[src/rtl/hazard_pkg.sv]
// ============================================================================
// Module  : hazard_pkg
// Brief   : Shared encodings and tag types for the pipeline hazard controller.
// Rev     : 1.0  initial release
// ============================================================================
`default_nettype none

package hazard_pkg;

   localparam logic [1:0] IDLE   = 2'd0;
   localparam logic [1:0] WAIT_E = 2'd1;
   localparam logic [1:0] WAIT_M = 2'd2;
   localparam logic [1:0] WAIT_W = 2'd3;

   localparam logic [1:0] FWD_RF = 2'b00;
   localparam logic [1:0] FWD_W  = 2'b01;
   localparam logic [1:0] FWD_M  = 2'b10;

   localparam logic [3:0] PC_REG = 4'd15;

   typedef struct packed {
      logic       valid;
      logic [3:0] wa;
      logic       ld;
      logic [3:0] ra1;
      logic [3:0] ra2;
   } tag_e_t;

   typedef struct packed {
      logic       valid;
      logic [3:0] wa;
   } tag_wb_t;

   // Memory-stage producer wins over Writeback; the PC is never bypassed.
   function automatic logic [1:0] fwd_sel(input logic [3:0] rs, input tag_wb_t m,
                                          input tag_wb_t w, input logic [3:0] pc);
      if (rs == pc)                    return FWD_RF;
      else if (m.valid && m.wa == rs)  return FWD_M;
      else if (w.valid && w.wa == rs)  return FWD_W;
      else                             return FWD_RF;
   endfunction

endpackage

`default_nettype wire

[src/rtl/hazard_tag_pipe.sv]
// ============================================================================
// Module  : hazard_tag_pipe
// Brief   : Shadow E/M/W destination-tag pipeline with bubble insertion and
//           condition-failed kill.
// Rev     : 1.0  initial release
// ============================================================================
`default_nettype none

module hazard_tag_pipe
   import hazard_pkg::*;
(
   input  logic       CLK,
   input  logic       RESET,
   input  logic       flush_e,
   input  logic       regwrite_d,
   input  logic [3:0] wa3_d,
   input  logic       memtoreg_d,
   input  logic [3:0] ra1_d,
   input  logic [3:0] ra2_d,
   input  logic       cond_ex_e,
   output tag_e_t     tag_e,
   output tag_wb_t    tag_m,
   output tag_wb_t    tag_w
);

   always_ff @(posedge CLK) begin
      if (RESET) begin
         tag_e <= '0;
         tag_m <= '0;
         tag_w <= '0;
      end else begin
         tag_e <= flush_e ? '0 : {regwrite_d, wa3_d, memtoreg_d, ra1_d, ra2_d};
         tag_m <= {tag_e.valid & cond_ex_e, tag_e.wa};
         tag_w <= tag_m;
      end
   end

endmodule

`default_nettype wire

[src/rtl/hazard_unit.sv]
// ============================================================================
// Module  : hazard_unit
// Brief   : Forwarding selects, load-use stall and PC-write branch FSM for the
//           5-stage core.
// Rev     : 1.0  initial release
// ============================================================================
`default_nettype none

module hazard_unit
   import hazard_pkg::*;
#(
   parameter logic [3:0] PC_IDX = PC_REG
)(
   input  logic       CLK,
   input  logic       RESET,
   input  logic [3:0] RA1D,
   input  logic [3:0] RA2D,
   input  logic       UsesRA1D,
   input  logic       UsesRA2D,
   input  logic [3:0] WA3D,
   input  logic       RegWriteD,
   input  logic       MemtoRegD,
   input  logic       BranchD,
   input  logic       CondExE,
   output logic       StallF,
   output logic       StallD,
   output logic       FlushD,
   output logic       FlushE,
   output logic [1:0] ForwardAE,
   output logic [1:0] ForwardBE,
   output logic       BranchBusy
);

   tag_e_t     w_tag_e;
   tag_wb_t    w_tag_m;
   tag_wb_t    w_tag_w;
   logic [1:0] r_state;
   logic [1:0] w_state_nxt;
   logic       w_ldstall;
   logic       w_br_stall;
   logic       w_br_flush;

   hazard_tag_pipe u_tags (
      .CLK        (CLK),
      .RESET      (RESET),
      .flush_e    (FlushE),
      .regwrite_d (RegWriteD),
      .wa3_d      (WA3D),
      .memtoreg_d (MemtoRegD),
      .ra1_d      (RA1D),
      .ra2_d      (RA2D),
      .cond_ex_e  (CondExE),
      .tag_e      (w_tag_e),
      .tag_m      (w_tag_m),
      .tag_w      (w_tag_w)
   );

   assign ForwardAE = fwd_sel(w_tag_e.ra1, w_tag_m, w_tag_w, PC_IDX);
   assign ForwardBE = fwd_sel(w_tag_e.ra2, w_tag_m, w_tag_w, PC_IDX);

   // Qualified by IDLE so the D-stage bubble during a branch can never stall.
   assign w_ldstall = (r_state == IDLE) & w_tag_e.valid & w_tag_e.ld &
                      (w_tag_e.wa != PC_IDX) &
                      ((UsesRA1D & (RA1D == w_tag_e.wa)) |
                       (UsesRA2D & (RA2D == w_tag_e.wa)));

   always_comb begin
      w_state_nxt = r_state;
      w_br_stall  = 1'b0;
      w_br_flush  = 1'b0;
      case (r_state)
         IDLE: begin
            if (BranchD && !w_ldstall) begin
               w_state_nxt = WAIT_E;
               w_br_stall  = 1'b1;
               w_br_flush  = 1'b1;
            end
         end
         WAIT_E: begin
            if (CondExE) begin
               w_state_nxt = WAIT_M;
               w_br_stall  = 1'b1;
               w_br_flush  = 1'b1;
            end else begin
               w_state_nxt = IDLE;
            end
         end
         WAIT_M: begin
            w_state_nxt = WAIT_W;
            w_br_stall  = 1'b1;
            w_br_flush  = 1'b1;
         end
         WAIT_W: begin
            w_state_nxt = IDLE;
            w_br_flush  = 1'b1;
         end
         default: w_state_nxt = IDLE;
      endcase
   end

   always_ff @(posedge CLK) begin
      if (RESET) r_state <= IDLE;
      else       r_state <= w_state_nxt;
   end

   assign StallF     = w_ldstall | w_br_stall;
   assign StallD     = w_ldstall;
   assign FlushE     = w_ldstall;
   assign FlushD     = w_br_flush;
   assign BranchBusy = (r_state != IDLE);

endmodule

`default_nettype wire

[config.mk]
export PLATFORM = sky130hd
export DESIGN_NAME = hazard_unit
export DESIGN_NICKNAME = d
export VERILOG_FILES = /design/src/rtl/hazard_pkg.sv /design/src/rtl/hazard_tag_pipe.sv /design/src/rtl/hazard_unit.sv
export SDC_FILE = /design/constraint.sdc
export NUM_CORES = 1
export LEC_CHECK = 0
export ABC_AREA = 1
export CORE_ASPECT_RATIO = 1.2
export CORE_MARGIN = 10
export CORE_UTILIZATION = 25
export CTS_BUF_LIST = sky130_fd_sc_hd__clkbuf_4
export CTS_CLUSTER_SIZE = 8
export DETAILED_ROUTE_END_ITERATION = 16
export DONT_BUFFER_PORTS = 1
export GPL_TIMING_DRIVEN = 0
export REMOVE_ABC_BUFFERS = 1
export SLEW_MARGIN = 20
export SYNTH_ARGS = -nofsm -noshare
export SYNTH_HDL_FRONTEND = slang
export SYNTH_SLANG_ARGS = --single-unit
[constraint.sdc]
create_clock -name CLK -period 1.28 [get_ports CLK]
set_input_delay 0.192 -clock CLK [delete_from_list [all_inputs] [get_ports CLK]]
set_output_delay 0.192 -clock CLK [all_outputs]
set_load 0.01 [all_outputs]
==> metrics, run 1 <==
Hold Path Depth=2; post-detail-place hpwl=2090 um; required time of the critical path=1.09 ns; cell count after synthesis=180; transition time at the pin with the least slew margin=0.422 ns; Final Critical Period=1.64 ns; largest area contributor in the synthesized netlist=sky130_fd_sc_hd__dfxtp_1; worst supply voltage drop on vdd=0.000464 V; largest net degree at the start of global routing=14; multi-input logic area=709 um^2; proportion of layout cells with a drive suffix above 1=32.8%; max-slew violations=0; leakage power figure=0.753 nW; TritonCTS clock tree=yes; initial antenna violation count=0; global routing usage summed across all routing layers=7.17%; via count=1100; routed length per placed instance=11.4 um; Setup Crit Path Kind=flip-flop to output pin; fraction of the cycle the final worst path needs=128%; drt via density=4.21; setup TNS=-2.75 ns; violated checks=hold timing, setup timing; Starting Density=25.5%; number of antenna diodes=0; Worst EP arrival=1.45 ns; pwr/cell area=888 nW/um^2; number of clock sinks=26; crit path cell chain=inv_2, buf_4, nor3_2, nor2_2, nand2_4, nand3_4, nand3_4; average cell area after synthesis=6.90 um^2; Worst Hold Class=input pin to flip-flop; count of buffer and inverter cells on the critical path=2; wire length of the first global-routing pass=5020 um; cts bufs inserted=3; final instance area=1690 um^2; number of setup violations in the final report=23; simple-gate share of the synthesized area=34.4%; placed instance area=1280 um^2; Max Fclk=609 MHz; critical path launch point type=flip-flop; worst skew pair latency=0.31 ns; fraction of the mapped netlist area in adder cells=0%; portion of the post-synthesis area used by sequential elements=41.9%; count of input and output buffers=0; ANT nets after route=0; share of the synthesized area in compound gates (AO/OA/AOI/OAI)=6.25%; distinct cell type count after synthesis=24; Row Count=28; main combinational cell family by area after synthesis=simple AND/OR/NAND/NOR gates; highest cell delay on the worst timing path=0.37 ns; share of the synthesized netlist area taken by xor and xnor gates=2.82%; number of levels in the clock H-tree=1; most numerous cell on the critical path=sky130_fd_sc_hd__nand3_4; Synth area leaders=sky130_fd_sc_hd__dfxtp_1 42%, sky130_fd_sc_hd__inv_1 12%, sky130_fd_sc_hd__nor2_1 11%, sky130_fd_sc_hd__nand2_1 7.3%, sky130_fd_sc_hd__nor2_2 4.5%; area share of the largest cell type after synthesis=41.9%; Final nets=223; CP max-delay cell=sky130_fd_sc_hd__dfxtp_2; fin cells=261; clock-pin slew on the worst setup and hold paths=0.12 ns; Largest delay share family, worst path=simple AND/OR/NAND/NOR gates; YS warnings=0; flops & latches, synth=26; root buf cell=sky130_fd_sc_hd__clkbuf_4; clock tree buffer depth=2; horizontal die dimension=84.3 um; area growth from synthesis to final layout=36.0%; overall power of the completed layout=1.50 mW; reg2reg path depth=8; Hold Slack=-0.000116 ns; result of the run=complete, but fails checks; die height=97.2 um; worst reg-to-reg setup slack=-0.04 ns; FF/Latch Area=541 um^2; Routability Congestion=0.814; post-synthesis mux area share=0%; Iter 0 DRT Violations=33; total standard cell area after synthesis=1240 um^2; area inside the core boundary=4870 um^2; final design utilization=34.7%; worst path setup slack after routing=-0.363 ns; placed cell count=237; final-layout fill cell count=486; final hold violation count=1; setup repair after global routing missed its margin=yes; worst rel slew slack=71.8%; leftover overflow at the end of global routing=0; # DRC=0; number of max-cap violations=0; critical path endpoint category=output pin; io pins=29; Clock Skew=0.00537 ns; crit-path max FO=4; number of global-route vias before repair=1173; Die ar.=8190 um^2; cell count along the critical path=7; detailed-route wire length=2980 um; DR pass1 iterations=4
## synthesized netlist by cell type (all sizes together)
library cell   n
nor2          45
inv           40
dfxtp         26
nand2         26
nand3          8
nor3           6
a21oi          5
o21ai          4
o22ai          4
xnor2          4
nand4          3
or2            3
buf            2
and2           1
clkbuf         1
nor4           1
o211ai         1
## worst register-to-register path, cell delays in order, from the launching register on
cell,delay (ns)
sky130_fd_sc_hd__dfxtp_2,0.37
sky130_fd_sc_hd__inv_2,0.05
sky130_fd_sc_hd__buf_4,0.13
sky130_fd_sc_hd__nor3_2,0.20
sky130_fd_sc_hd__nor2_2,0.07
sky130_fd_sc_hd__nand2_4,0.13
sky130_fd_sc_hd__buf_8,0.15
sky130_fd_sc_hd__nand2_8,0.07
sky130_fd_sc_hd__nor2_1,0.10
## state kept, by name, indices dropped and copies added, names as in the netlist, named ones only
register,flops
u_tags.tag_e,14
u_tags.tag_m,5
u_tags.tag_w,5
r_state,1
## power by group
part	switching, mW	internal (mW)	leakage [nW]
Combinational	0.150	0.130	0.521
Sequential	0.0362	0.850	0.219
Clock	0.223	0.110	0.0138
## metal layers
metal,vias up,part of all wire [%],track usage [%]
met5,-,0,0
met4,0,1.5,3.10
met3,5,5.5,2.52
met2,21,50,12.0
met1,489,43,7.90
li1,585,-,-
## final timing paths
path	startpoint	end
hold reg to reg	u_tags.tag_e[13]$_SDFF_PP0_	u_tags.tag_m[4]$_SDFF_PP0_
setup reg to reg	u_tags.tag_e[10]$_SDFF_PP0_	u_tags.tag_e[4]$_SDFF_PP0_
hold / removal	RA2D[0]	u_tags.tag_e[0]$_SDFF_PP0_
setup / recovery	u_tags.tag_e[10]$_SDFF_PP0_	StallF
## placed cells by master (no fill, tap or decap), drive strengths merged
master,instances
dfxtp,26
inv,40
xnor2,4
o21ai,4
o211ai,1
a21oi,5
nor2,45
nor3,6
nand2,27
clkbuf,3
o22ai,4
nand3,8
or2,3
dlygate4sd3,12
buf,8
nand4,3
and2,1
nor4,1
## layout make-up
class	count	area share [%]
Tap cell	60	4.45
Clock buffer	3	1.33
Timing Repair Buffer	20	11.1
Inverter	40	9.04
Sequential cell	26	32.0
Multi-Input combinational cell	112	42.0
## cell families after synthesis
logic type | count (synthesis)
buf+inv | 43
xor+xnor | 4
simple gates | 93
flops | 26
compound gates | 14
## per-stage QoR
step                setup slack, ns  hold slack (ns)
floorplan                   -0.0646            0.263
global placement             -0.246            0.267
detailed placement           -0.248            0.268
CTS                          -0.388          0.00333
global route                 -0.476         0.000499
finish                       -0.363        -0.000116
## repair_timing
action / CTS / global route
endpoints found under the setup margin: 22 / 24
hold endpoints to repair: 21 / 0
resized for setup: 37 / 19
buffers inserted: 4 / 5
hold buffers: 12 / 0
pin swaps: 9 / 9
cloned: 1 / 0
(Power assumes the default switching activity.)
==> run 2, diff against run 1 <==
- CORE_MARGIN: 10 -> default
- HOLD_SLACK_MARGIN: default -> 0.15
==> metrics, run 2 (synthesized netlist as in run 1, its figures left out) <==
placed cell count=235; reported net switching power=0.412 mW; Die ar.=5250 um^2; register share of total power=59.0%; required time of the critical path=1.09 ns; Final Critical Period=1.69 ns; peak-usage layer in the global routing report=met2; horizontal die dimension=66.3 um; crit-path max FO=4; number of setup violations in the final report=20; count of input and output buffers=0; number of clock sinks=26; fraction of met3 tracks used by global routing=1.72%; power share of the combinational group=17.8%; Worst Hold Class=input pin to flip-flop; violated checks=setup timing; area growth from synthesis to final layout=35.6%; TritonCTS clock tree=yes; Iter 0 DRT Violations=13; largest net degree at the start of global routing=15; met1 usage=11.1%; wire length of the first global-routing pass=4300 um; proportion of layout cells with a drive suffix above 1=27.0%; Worst EP arrival=1.49 ns; drt via density=4.25; Pint=1.09 mW; worst rel slew slack=68.7%; final hold violation count=0; Clock Skew=0.00441 ns; critical path launch point type=flip-flop; clock network power share=23.2%; worst skew pair latency=0.33 ns; fin cells=262; # DRC=0; clock-pin slew on the worst setup and hold paths=0.13 ns; leftover overflow at the end of global routing=0; Largest regs=u_tags.tag_e (14), u_tags.tag_m (5), u_tags.tag_w (5); final design utilization=35.8%; leakage power figure=0.759 nW; Setup Crit Path Kind=flip-flop to output pin; ANT nets after route=0; via count=1114; number of global-route vias before repair=1029; most frequent cells in the layout=35 x sky130_fd_sc_hd__inv_1, 32 x sky130_fd_sc_hd__nor2_1, 21 x sky130_fd_sc_hd__nand2_1; Max Fclk=593 MHz; final-layout fill cell count=469; root buf cell=sky130_fd_sc_hd__clkbuf_4; placed instance area=1280 um^2; transition time at the pin with the least slew margin=0.469 ns; area inside the core boundary=4700 um^2; Starting Density=26.4%; pwr/cell area=894 nW/um^2; number of antenna diodes=0; worst supply voltage drop on vdd=0.000500 V; detailed-route wire length=2630 um; routed length per placed instance=10.0 um; worst path setup slack after routing=-0.405 ns; DR pass1 iterations=4; clock tree buffer depth=2; initial antenna violation count=0; cts bufs inserted=3; max FFs per register=14; worst slack, placed=-0.209 ns; global routing usage summed across all routing layers=10.9%; register with the most flip-flops=u_tags.tag_e; Final nets=225; setup repair after global routing missed its margin=yes; number of max-cap violations=0; met2 Track Usage GR=20.3%; io pins=29; Row Count=27; die height=79.2 um; max-slew violations=0; result of the run=complete, but fails checks; proportion of total power due to net switching=27.4%; number of levels in the clock H-tree=1; fraction of the cycle the final worst path needs=132%; post-detail-place hpwl=1890 um; most common cell after layout, fill and taps aside=sky130_fd_sc_hd__inv_1; final instance area=1680 um^2; Routability Congestion=0.794; critical path endpoint category=output pin
## run 2: worst max-delay path: stages (launching register included)
cell and delay [ns]:
sky130_fd_sc_hd__dfxtp_4 0.38, sky130_fd_sc_hd__or2_0 0.21, sky130_fd_sc_hd__a21oi_1 0.15, sky130_fd_sc_hd__nand2_1 0.09
sky130_fd_sc_hd__nor3_2 0.15, sky130_fd_sc_hd__and2_4 0.19
## run 2: final cells by class
type / count / area, um^2 / area share [%]
multi-input cells: 112 / 681 / 40.4
flip-flops and latches: 26 / 537 / 31.9
repair buffers: 22 / 211 / 12.6
inverters: 40 / 155 / 9.22
well taps: 58 / 72.6 / 4.31
clock buffers: 3 / 22.5 / 1.34
clock inverters: 1 / 3.75 / 0.223
## run 2: power by group through the flow
| stage | logic (mW) | clock network (mW) | registers (mW) |
|---|---|---|---|
| 2_1_floorplan | 0.143 | 0 | 0.891 |
| 3_3_place_gp | 0.164 | 0 | 0.901 |
| 3_5_place_dp | 0.166 | 0 | 0.900 |
| 4_1_cts | 0.241 | 0.350 | 0.886 |
| 5_1_grt | 0.298 | 0.404 | 0.894 |
| 6_report | 0.268 | 0.349 | 0.888 |
## run 2: what timing repair did
action / in CTS / in global routing
buffers inserted: 3 / 2
setup endpoints to repair: 22 / 22
resized for setup: 33 / 13
pin swaps: 7 / 7
hold buffers: 17 / 0
endpoints found under the hold margin: 26 / 0
gates cloned: 0 / 1
## run 2: final timing paths
kind                                  to  depth (start not counted)                       start  slack [ns]
max                         ForwardBE[1]                          5  u_tags.tag_e[2]$_SDFF_PP0_       -0.41
min          u_tags.tag_e[12]$_SDFF_PP0_                          3                       RESET        0.19
max reg2reg   u_tags.tag_e[4]$_SDFF_PP0_                          7     r_state[0]$_SDFFE_PP0P_       -0.02
min reg2reg   u_tags.tag_w[4]$_SDFF_PP0_                          2  u_tags.tag_m[4]$_SDFF_PP0_        0.45
## run 2: routing by layer
metal / wire length (um) / part of all wire (%)
met5: 0 / 0
met4: 69 / 2.6
met3: 137 / 5.2
met2: 1390 / 53
met1: 1030 / 39
## run 2: through the flow
stage	hold WS [ns]	power, mW	setup TNS, ns
floorplan	0.263	1.03	-0.0646
global placement	0.267	1.06	-0.479
detailed placement	0.268	1.07	-0.506
CTS	0.178	1.48	-2.31
global route	0.193	1.60	-4.56
finish	0.192	1.50	-2.61
